**config.mk**
```make
export PLATFORM = sky130hd
export DESIGN_NAME = nrs_rd_arbiter_flat
export DESIGN_NICKNAME = d
export VERILOG_FILES = /design/src/rtl/nrs_rd_arbiter_if.sv /design/src/rtl/nrs_rd_arbiter.sv /design/src/flat_wrapper.sv
export SDC_FILE = /design/constraint.sdc
export NUM_CORES = 1
export LEC_CHECK = 0
export CORE_MARGIN = 2
export CORE_UTILIZATION = 42
export DETAILED_ROUTE_END_ITERATION = 8
export PLACE_DENSITY = 0.65
export SLEW_MARGIN = 20
export SYNTH_ARGS = -nofsm -noshare
export SYNTH_HDL_FRONTEND = slang
export SYNTH_SLANG_ARGS = --single-unit
```
**constraint.sdc**
```tcl
create_clock -name clk -period 1.55 [get_ports clk]
set_input_delay 0.31 -clock clk [delete_from_list [all_inputs] [get_ports clk]]
set_output_delay 0.31 -clock clk [all_outputs]
set_load 0.02 [all_outputs]
```
**src/rtl/nrs_rd_arbiter_if.sv**
```systemverilog
// Read-port bundle between the NRS slot register, its two readers (channel
// estimator, fine sync) and the read arbiter that sits between them.
interface nrs_rd_arbiter_if #(
  parameter int LINES = 4
);
  logic             NRS_gen_ready;
  logic             fine_en;
  logic             req_est;
  logic             req_fine;
  logic [LINES-1:0] addr_est;
  logic [LINES-1:0] addr_fine;
  logic             done_est;
  logic             done_fine;
  logic             nrs_rd_bit;
  logic [LINES-1:0] rd_addr;
  logic             gnt_est;
  logic             gnt_fine;
  logic             nrs_data;
  logic             vld_est;
  logic             vld_fine;
  logic             est_ack;
  logic             overrun;

  // Environment side: generator, requesters and the register read port.
  modport master (
    output NRS_gen_ready, fine_en, req_est, req_fine, addr_est, addr_fine,
           done_est, done_fine, nrs_rd_bit,
    input  rd_addr, gnt_est, gnt_fine, nrs_data, vld_est, vld_fine,
           est_ack, overrun
  );

  modport slave (
    input  NRS_gen_ready, fine_en, req_est, req_fine, addr_est, addr_fine,
           done_est, done_fine, nrs_rd_bit,
    output rd_addr, gnt_est, gnt_fine, nrs_data, vld_est, vld_fine,
           est_ack, overrun
  );
endinterface

```
**src/rtl/nrs_rd_arbiter.sv**
```systemverilog
// Two-requester read arbiter for the NRS slot register: round-robin grants
// within a slot, released by both done flags or by a forced timeout.
module nrs_rd_arbiter #(
  parameter int LINES   = 4,
  parameter int TIMEOUT = 1024
) (
  input  logic            clk,
  input  logic            rst,
  nrs_rd_arbiter_if.slave bus
);
  typedef enum logic [1:0] {
    ST_IDLE    = 2'd0,
    ST_SERVE   = 2'd1,
    ST_RELEASE = 2'd2
  } state_e;

  localparam logic [15:0] CNT_LAST = 16'(TIMEOUT - 1);

  state_e           state_q, state_d;
  logic             fine_en_q, fine_en_d;
  logic             done_est_q, done_est_d;
  logic             done_fine_q, done_fine_d;
  logic [15:0]      cnt_q, cnt_d;
  logic             prio_fine_q, prio_fine_d;
  logic [LINES-1:0] rd_addr_q, rd_addr_d;
  logic             nrs_data_q;
  logic             vld_est_q, vld_fine_q;
  logic             est_ack_q, est_ack_d;
  logic             overrun_q, overrun_d;
  logic             req_fine_m;
  logic             gnt_est_c, gnt_fine_c;

  // State register
  always_ff @(posedge clk or negedge rst) begin
    if (!rst) begin
      state_q     <= ST_IDLE;
      fine_en_q   <= 1'b0;
      done_est_q  <= 1'b0;
      done_fine_q <= 1'b0;
      cnt_q       <= 16'd0;
      prio_fine_q <= 1'b0;
      rd_addr_q   <= '0;
      nrs_data_q  <= 1'b0;
      vld_est_q   <= 1'b0;
      vld_fine_q  <= 1'b0;
      est_ack_q   <= 1'b0;
      overrun_q   <= 1'b0;
    end else begin
      state_q     <= state_d;
      fine_en_q   <= fine_en_d;
      done_est_q  <= done_est_d;
      done_fine_q <= done_fine_d;
      cnt_q       <= cnt_d;
      prio_fine_q <= prio_fine_d;
      rd_addr_q   <= rd_addr_d;
      nrs_data_q  <= bus.nrs_rd_bit;
      vld_est_q   <= gnt_est_c;
      vld_fine_q  <= gnt_fine_c;
      est_ack_q   <= est_ack_d;
      overrun_q   <= overrun_d;
    end
  end

  // Next-state logic; done flags include this cycle's pulse so release
  // happens on the very next edge.
  always_comb begin
    state_d     = state_q;
    fine_en_d   = fine_en_q;
    done_est_d  = done_est_q;
    done_fine_d = done_fine_q;
    cnt_d       = cnt_q;
    est_ack_d   = 1'b0;
    overrun_d   = overrun_q;
    case (state_q)
      ST_IDLE: begin
        if (bus.NRS_gen_ready) begin
          state_d     = ST_SERVE;
          fine_en_d   = bus.fine_en;
          done_est_d  = 1'b0;
          done_fine_d = 1'b0;
          cnt_d       = 16'd0;
        end
      end
      ST_SERVE: begin
        done_est_d  = done_est_q | bus.done_est;
        done_fine_d = done_fine_q | bus.done_fine | ~fine_en_q;
        if (done_est_d && done_fine_d) begin
          state_d   = ST_RELEASE;
          est_ack_d = 1'b1;
        end else if (cnt_q == CNT_LAST) begin
          state_d   = ST_RELEASE;
          est_ack_d = 1'b1;
          overrun_d = 1'b1;
        end else begin
          cnt_d = cnt_q + 16'd1;
        end
      end
      ST_RELEASE: begin
        if (!bus.NRS_gen_ready) state_d = ST_IDLE;
      end
      default: state_d = ST_IDLE;
    endcase
  end

  // Output logic: grants are combinational so an asynchronous reset drops
  // them in the same instant; the tie goes to whoever was not served last.
  always_comb begin
    req_fine_m = bus.req_fine & fine_en_q;
    gnt_est_c  = 1'b0;
    gnt_fine_c = 1'b0;
    if (state_q == ST_SERVE) begin
      if (bus.req_est && req_fine_m) begin
        gnt_fine_c = prio_fine_q;
        gnt_est_c  = ~prio_fine_q;
      end else begin
        gnt_est_c  = bus.req_est;
        gnt_fine_c = req_fine_m;
      end
    end

    rd_addr_d = rd_addr_q;
    if (gnt_est_c)       rd_addr_d = bus.addr_est;
    else if (gnt_fine_c) rd_addr_d = bus.addr_fine;

    prio_fine_d = prio_fine_q;
    if (gnt_est_c)       prio_fine_d = 1'b1;
    else if (gnt_fine_c) prio_fine_d = 1'b0;
  end

  assign bus.gnt_est  = gnt_est_c;
  assign bus.gnt_fine = gnt_fine_c;
  assign bus.rd_addr  = rd_addr_d;
  assign bus.nrs_data = nrs_data_q;
  assign bus.vld_est  = vld_est_q;
  assign bus.vld_fine = vld_fine_q;
  assign bus.est_ack  = est_ack_q;
  assign bus.overrun  = overrun_q;
endmodule

```
**src/flat_wrapper.sv**
```systemverilog
// flat-port wrapper written by rule: the top's interface ports become plain ports
module nrs_rd_arbiter_flat 
#(
  parameter int LINES   = 4,
  parameter int TIMEOUT = 1024
)
  (clk, rst, bus_NRS_gen_ready, bus_fine_en, bus_req_est, bus_req_fine, bus_addr_est, bus_addr_fine, bus_done_est, bus_done_fine, bus_nrs_rd_bit, bus_rd_addr, bus_gnt_est, bus_gnt_fine, bus_nrs_data, bus_vld_est, bus_vld_fine, bus_est_ack, bus_overrun);
  nrs_rd_arbiter_if #(.LINES(LINES)) bus_i ();
  input  logic clk;
  input  logic rst;
  input wire logic [$bits(bus_i.NRS_gen_ready)-1:0] bus_NRS_gen_ready;
  input wire logic [$bits(bus_i.fine_en)-1:0] bus_fine_en;
  input wire logic [$bits(bus_i.req_est)-1:0] bus_req_est;
  input wire logic [$bits(bus_i.req_fine)-1:0] bus_req_fine;
  input wire logic [$bits(bus_i.addr_est)-1:0] bus_addr_est;
  input wire logic [$bits(bus_i.addr_fine)-1:0] bus_addr_fine;
  input wire logic [$bits(bus_i.done_est)-1:0] bus_done_est;
  input wire logic [$bits(bus_i.done_fine)-1:0] bus_done_fine;
  input wire logic [$bits(bus_i.nrs_rd_bit)-1:0] bus_nrs_rd_bit;
  output wire logic [$bits(bus_i.rd_addr)-1:0] bus_rd_addr;
  output wire logic [$bits(bus_i.gnt_est)-1:0] bus_gnt_est;
  output wire logic [$bits(bus_i.gnt_fine)-1:0] bus_gnt_fine;
  output wire logic [$bits(bus_i.nrs_data)-1:0] bus_nrs_data;
  output wire logic [$bits(bus_i.vld_est)-1:0] bus_vld_est;
  output wire logic [$bits(bus_i.vld_fine)-1:0] bus_vld_fine;
  output wire logic [$bits(bus_i.est_ack)-1:0] bus_est_ack;
  output wire logic [$bits(bus_i.overrun)-1:0] bus_overrun;
  assign bus_i.NRS_gen_ready = bus_NRS_gen_ready;
  assign bus_i.fine_en = bus_fine_en;
  assign bus_i.req_est = bus_req_est;
  assign bus_i.req_fine = bus_req_fine;
  assign bus_i.addr_est = bus_addr_est;
  assign bus_i.addr_fine = bus_addr_fine;
  assign bus_i.done_est = bus_done_est;
  assign bus_i.done_fine = bus_done_fine;
  assign bus_i.nrs_rd_bit = bus_nrs_rd_bit;
  assign bus_rd_addr = bus_i.rd_addr;
  assign bus_gnt_est = bus_i.gnt_est;
  assign bus_gnt_fine = bus_i.gnt_fine;
  assign bus_nrs_data = bus_i.nrs_data;
  assign bus_vld_est = bus_i.vld_est;
  assign bus_vld_fine = bus_i.vld_fine;
  assign bus_est_ack = bus_i.est_ack;
  assign bus_overrun = bus_i.overrun;
  nrs_rd_arbiter #(.LINES(LINES), .TIMEOUT(TIMEOUT)) u_core (.clk(clk), .rst(rst), .bus(bus_i));
endmodule
```
==> results.sh, run 1 <==
export IMPL_synth_top_family_by_area="simple AND/OR/NAND/NOR gates"
export IMPL_largest_register="u_core.cnt_q"
export IMPL_seq_area_frac_synth=0.449
export IMPL_ioPinCount=28
export IMPL_drt_first_pass_iters=4
export IMPL_diodes=0
export IMPL_die_x_um=68.1
export IMPL_antenna_found_initial=0
export IMPL_final_hold_violation_count=0
export IMPL_clock_latency_ns=0.29
export IMPL_synthSimpleGateAreaFrac=0.254
export IMPL_ir_worst_vdd_mv=1.17
export IMPL_finalSetupViolations=20
export IMPL_first_global_vias=1805
export IMPL_synthesis_instances=175
export IMPL_synth_fa_ha_area_frac=0.00725
export IMPL_synthTopCellsByCount="dfrtp_1, nand2_1, nand3_1"
export IMPL_ys_async_sr_fraction=1.00
export IMPL_worstPathArrival_ns=1.59
export IMPL_viasPerCell=6.05
export IMPL_crit_fanout=5
export IMPL_routed_wl_um=5910
export IMPL_worstMarginPinSlew_ns=0.377
export IMPL_pre_cts_ws_ns=-0.958
export IMPL_clk_pin_slew_ns=0.07
export IMPL_drv_cap=0
export IMPL_clk_path_buf_depth=2
export IMPL_final_setup_tns_ns=-2.52
export IMPL_multi_input_area_um2=1200
export IMPL_synth_compound_area_frac=0.214
export IMPL_start_util=0.435
export IMPL_relSlewSlack=0.745
export IMPL_clock_fmax_mhz=527
export IMPL_cellLeakagePower_nw=1.29
export IMPL_ant_nets=0
export IMPL_fin_nets=281
export IMPL_yosysWarnings=0
export IMPL_htreeDepth=2
export IMPL_holdBufCountCts=0
export IMPL_grt_setup_unrepaired="true"
export IMPL_dp_cells=291
export IMPL_cts_buffers=5
export IMPL_finalNonFillerCells=314
export IMPL_fillers=243
export IMPL_violations="negative setup slack"
export IMPL_powerDensity_nw_per_um2=1460
export IMPL_wire_per_inst_um=18.8
export IMPL_synth_edf_count=0
export IMPL_yosys_mux_area_fraction=0.0297
export IMPL_syn_cell_area_um2=1730
export IMPL_skew_ns=0.00558
export IMPL_whs_ns=0.381
export IMPL_globalplace_congestion=0.877
export IMPL_crit_required_ns=1.24
export IMPL_vias=1899
export IMPL_syn2layout_area_growth_pct=72.7
export IMPL_layout_drive_gt1_share=0.489
export IMPL_dp_hpwl_um=3590
export IMPL_hold_class="in -> async"
export IMPL_reg_top3="u_core.cnt_q: 16 flops, u_core.rd_addr_q: 4 flops, u_core.state_q: 2 flops"
export IMPL_grt_max_degree=32
export IMPL_die_h_um=68.1
export IMPL_drc=0
export IMPL_run_status="complete, but fails checks"
export IMPL_ys_seq_elements=31
export IMPL_rows=23
export IMPL_synth_xor_area_frac=0
export IMPL_ys_flop_type="dfrtp_1"
export IMPL_maxSlewViolCount=0
export IMPL_die_area_um2=4640
export IMPL_power_total_mw=4.35
export IMPL_grt_first_pass_wirelength_um=8370
export IMPL_fin_ws_ns=-0.348
export IMPL_ys_types=49
export IMPL_drt_iter0_markers=158
export IMPL_min_period_ns=1.90
export IMPL_cts_tree="yes"
export IMPL_coreArea_um2=3970
export IMPL_period_share=1.22
export IMPL_regArea_um2=777
export IMPL_cts_root_buf="clkbuf_8"
export IMPL_utilization=0.751
export IMPL_largest_reg_flops=16
export IMPL_synth_fp_nets=193
export IMPL_path_class="reg -> out"
export IMPL_synth_area_top_cells="dfrtp_1, nand2_1, nand3_1, o311ai_1, a21oi_1"
export IMPL_fin_area_um2=2980
export IMPL_placed_area_um2=2420
export IMPL_post_synth_top_count_cell="dfrtp_1"
export IMPL_synth_area_per_cell_um2=9.87
export IMPL_netlist_top_cell_by_area="dfrtp_1"
export IMPL_io_buffers=27
export IMPL_yosysTopAreaCellShare=0.449
export IMPL_grt_ovfl_total=0
export IMPL_cts_sinks=31
export IMPL_cp_end_kind="output pin"
export IMPL_track_usage=0.245
export IMPL_critPathLaunchType="register"
[layer usage]
metal	track usage	routed length [um]
met2	0.433	3110
met4	0.0800	181
met3	0.0543	336
met1	0.295	2280
met5	0	0
[cells in the final DEF (no fill, tap or decap), drive strengths merged, types with 2 or more instances in the layout]
cell type,n
mux2i,4
dlymetal6s2s,4
and4,4
a32oi,4
a31oi,2
nand2,22
buf,69
clkdlybuf4s50,13
or2,2
nor4,9
o31ai,3
clkbuf,5
o31a,3
o211ai,2
dlygate4sd2,4
clkinv,3
inv,5
nand3,12
a21oi,9
o21ai,11
dfrtp,31
nor2,9
nand4,2
and3,2
o22a,3
nor2b,2
o311ai,6
[worst max-delay path, stage by stage (launching register included)]
cell	delay [ns]
dfrtp_1	0.39
nand2b_4	0.15
nor3_4	0.14
buf_6	0.15
mux2i_2	0.23
a21oi_2	0.09
buf_6	0.13
[layout make-up]
class                   count  share of cell area
clock buffers               5              0.0231
well taps                  50              0.0210
inverters                   5             0.00629
flip-flops and latches     31               0.261
clock inverters             3             0.00504
multi-input cells         130               0.402
repair buffers             90               0.282
[final timing paths]
check | start | to | slack (ns) | depth (start not counted)
min in group clk | bus_req_est | u_core.prio_fine_q | 0.44 | 4
hold / removal | rst | u_core.bus.overrun | 0.38 | 2
setup / recovery | u_core.state_q[1] | bus_rd_addr[2] | -0.35 | 6
max in group asynchronous | rst | u_core.state_q[0] | 0.99 | 2
setup reg to reg | u_core.cnt_q[10] | u_core.cnt_q[15] | -0.17 | 5
hold reg to reg | u_core.bus.overrun | u_core.bus.overrun | 0.48 | 1
[what timing repair did]
action	4_1_cts	5_1_grt
setup buffers	6	9
endpoints found under the setup margin	25	28
gates resized for setup	56	56
pin swaps	16	29
[report_power, final]
part | switching, mW | leakage, nW | internal [mW]
Clock | 0.328 | 0.0477 | 0.307
Combinational | 1.28 | 0.838 | 1.24
Sequential | 0.169 | 0.402 | 1.02
[cell families (layout without fill, tap and decap cells)]
logic type | count (synthesis) | in the layout
simple gates | 73 | 73
flops | 31 | 31
mux | 5 | 5
compound gates | 51 | 51
fa+ha+maj | 1 | 1
buf+inv | 14 | 103
(Power assumes the default switching activity.)
==> run 2: changes to the inputs <==
--- a/config.mk
+++ b/config.mk
@@ -7,8 +7,10 @@
 export LEC_CHECK = 0
 export CORE_MARGIN = 2
 export CORE_UTILIZATION = 42
+export CTS_BUF_LIST = sky130_fd_sc_hd__clkbuf_4 sky130_fd_sc_hd__clkbuf_8
 export DETAILED_ROUTE_END_ITERATION = 8
 export PLACE_DENSITY = 0.65
+export REMOVE_ABC_BUFFERS = 1
 export SLEW_MARGIN = 20
 export SYNTH_ARGS = -nofsm -noshare
 export SYNTH_HDL_FRONTEND = slang
==> run 2 against run 1 <==
Against the previous run:
- setup slack got worse by 0.036 ns
- clock skew about the same
- critical path depth unchanged
- largest cell class unchanged
- the flow still finishes with violations (negative setup slack)
- sequential power about the same
- sequential share of layout area grew 0.68 points
- via count decreased by 7.2%
==> results.sh, run 2 (same netlist as run 1, synthesis figures left out) <==
export IMPL_run_status="complete, but fails checks"
export IMPL_violations="negative setup slack"
export IMPL_startpoint="u_core.state_q[1]"
export IMPL_track_usage=0.246
export IMPL_drt_first_pass_iters=4
export IMPL_swShare=0.393
export IMPL_final_common_cell="buf_4"
export IMPL_coreArea_um2=3970
export IMPL_cp_cell_sequence="nand2b_4 > nor3_4 > buf_6 > mux2i_2 > a21oi_2 > buf_6"
export IMPL_drc=0
export IMPL_die_h_um=68.1
export IMPL_rows=23
export IMPL_pwr_share_clk=0.168
export IMPL_grt_ovfl_total=0
export IMPL_fin_ws_ns=-0.384
export IMPL_period_share=1.25
export IMPL_crit_required_ns=1.24
export IMPL_power_total_mw=4.34
export IMPL_final_cell_mix="buf_4, dfrtp_1, nand2_1, clkdlybuf4s50_1, buf_6"
export IMPL_worstPathArrival_ns=1.62
export IMPL_cts_sinks=31
export IMPL_ant_nets=0
export IMPL_reg2reg_to="u_core.cnt_q[14]"
export IMPL_die_area_um2=4640
export IMPL_r2r_start="u_core.fine_en_q"
export IMPL_grt_setup_unrepaired="true"
export IMPL_p_sw_mw=1.71
export IMPL_hold_class="in -> async"
export IMPL_final_hold_violation_count=0
export IMPL_cp_num_buf_inv=2
export IMPL_worstMarginPinSlew_ns=0.312
export IMPL_relSlewSlack=0.790
export IMPL_cp_common_cell="buf_6"
export IMPL_cts_tree="yes"
export IMPL_whs_ns=0.388
export IMPL_die_x_um=68.1
export IMPL_fin_nets=278
export IMPL_skew_ns=0.00551
export IMPL_diodes=0
export IMPL_viasPerCell=5.67
export IMPL_dp_hpwl_um=3360
export IMPL_path_class="reg -> out"
export IMPL_reg_top3="u_core.cnt_q: 16 flops, u_core.rd_addr_q: 4 flops, u_core.state_q: 2 flops"
export IMPL_globalplace_congestion=0.907
export IMPL_drv_cap=0
export IMPL_cp_end_kind="output pin"
export IMPL_grt_first_pass_wirelength_um=8450
export IMPL_ir_worst_vdd_mv=0.994
export IMPL_wire_per_inst_um=16.9
export IMPL_maxSlewViolCount=0
export IMPL_critPathLaunchType="register"
export IMPL_start_util=0.435
export IMPL_grt_max_degree=32
export IMPL_fillers=277
export IMPL_intPower_mw=2.64
export IMPL_clk_pin_slew_ns=0.07
export IMPL_drt_iter0_markers=136
export IMPL_placed_area_um2=2340
export IMPL_cts_root_buf="clkbuf_8"
export IMPL_min_period_ns=1.93
export IMPL_power_frac_comb=0.561
export IMPL_path_depth=6
export IMPL_r2r_cells=8
export IMPL_largest_reg_flops=16
export IMPL_htreeDepth=2
export IMPL_cp_endpoint="bus_rd_addr[0]"
export IMPL_p_seq_frac=0.271
export IMPL_ioPinCount=28
export IMPL_io_buffers=27
export IMPL_clock_latency_ns=0.29
export IMPL_cellLeakagePower_nw=1.27
export IMPL_finalSetupViolations=25
export IMPL_critPathSlowestCell="dfrtp_1"
export IMPL_routed_wl_um=5260
export IMPL_cts_buffers=5
export IMPL_first_global_vias=1842
export IMPL_fin_area_um2=2900
export IMPL_holdBufCountCts=0
export IMPL_antenna_found_initial=0
export IMPL_final_setup_tns_ns=-2.99
export IMPL_layout_drive_gt1_share=0.456
export IMPL_crit_family="flip-flops"
export IMPL_cpPeakStageDelay_ns=0.39
export IMPL_syn2layout_area_growth_pct=68.0
export IMPL_regArea_um2=776
export IMPL_clock_fmax_mhz=517
export IMPL_clk_path_buf_depth=2
export IMPL_crit_fanout=4
export IMPL_largest_register="u_core.cnt_q"
export IMPL_vias=1763
export IMPL_r2r_slack_ns=-0.16
export IMPL_multi_input_area_um2=1160
export IMPL_powerDensity_nw_per_um2=1500
==> run 2: area by class of cell <==
cell class	count	share of cell area
repair buffers	86	0.270
multi-input cells	131	0.398
flip-flops and latches	31	0.267
clock buffers	8	0.0358
inverters	5	0.00647
well taps	50	0.0216
==> run 2: worst register-to-register path: cells and delay by family (launching register included) <==
family / cells / cell delay [ns]
buffers and inverters: 4 / 0.50
AO/OA/AOI/OAI: 2 / 0.45
AND/OR/NAND/NOR: 2 / 0.26
flip-flops: 1 / 0.38
==> run 2: power by group through the flow <==
stage	Clock (mW)	Combinational (mW)	Sequential (mW)
floorplan	0	0.857	1.21
global placement	0	1.80	1.15
detailed placement	0	1.85	1.16
CTS	0.736	2.09	1.17
global route	0.782	2.58	1.20
finish	0.730	2.44	1.18
==> run 2: stage by stage <==
step	util	setup slack, ns	std cells
after CTS	0.670	-0.405	303
after detailed placement	0.589	-0.977	287
after floorplan	-	-0.628	166
final	0.731	-0.384	311
after global routing	0.731	-0.501	311
after global placement	0.589	-0.893	287
==> run 2: what timing repair did <==
| item | in CTS | in global routing |
|---|---|---|
| cloned | 1 | 0 |
| setup endpoints to repair | 25 | 28 |
| pin swaps | 23 | 25 |
| buffers inserted | 7 | 9 |
| resized for setup | 63 | 40 |
| endpoints found under the hold margin | 0 | 0 |
==> run 2: layer usage <==
layer	GRT usage	share of wire	up-vias	wire (um)
li1	-	-	842	-
met4	0.0925	0.013	0	70
met5	0	0	-	0
met1	0.290	0.43	858	2250
met2	0.436	0.52	56	2710
met3	0.0510	0.042	7	223
==> run 2: how the worst min path moves through the flow <==
| stage | end | cells past startpoint | slack [ns] |
|---|---|---|---|
| after floorplan | u_core.bus.est_ack | 0 | 0.01 |
| after global placement | u_core.bus.overrun | 1 | 0.45 |
| after detailed placement | u_core.bus.overrun | 1 | 0.50 |
| after CTS | u_core.bus.overrun | 2 | 0.40 |
| after global routing | u_core.cnt_q[11] | 2 | 0.40 |
| final | u_core.bus.overrun | 2 | 0.39 |
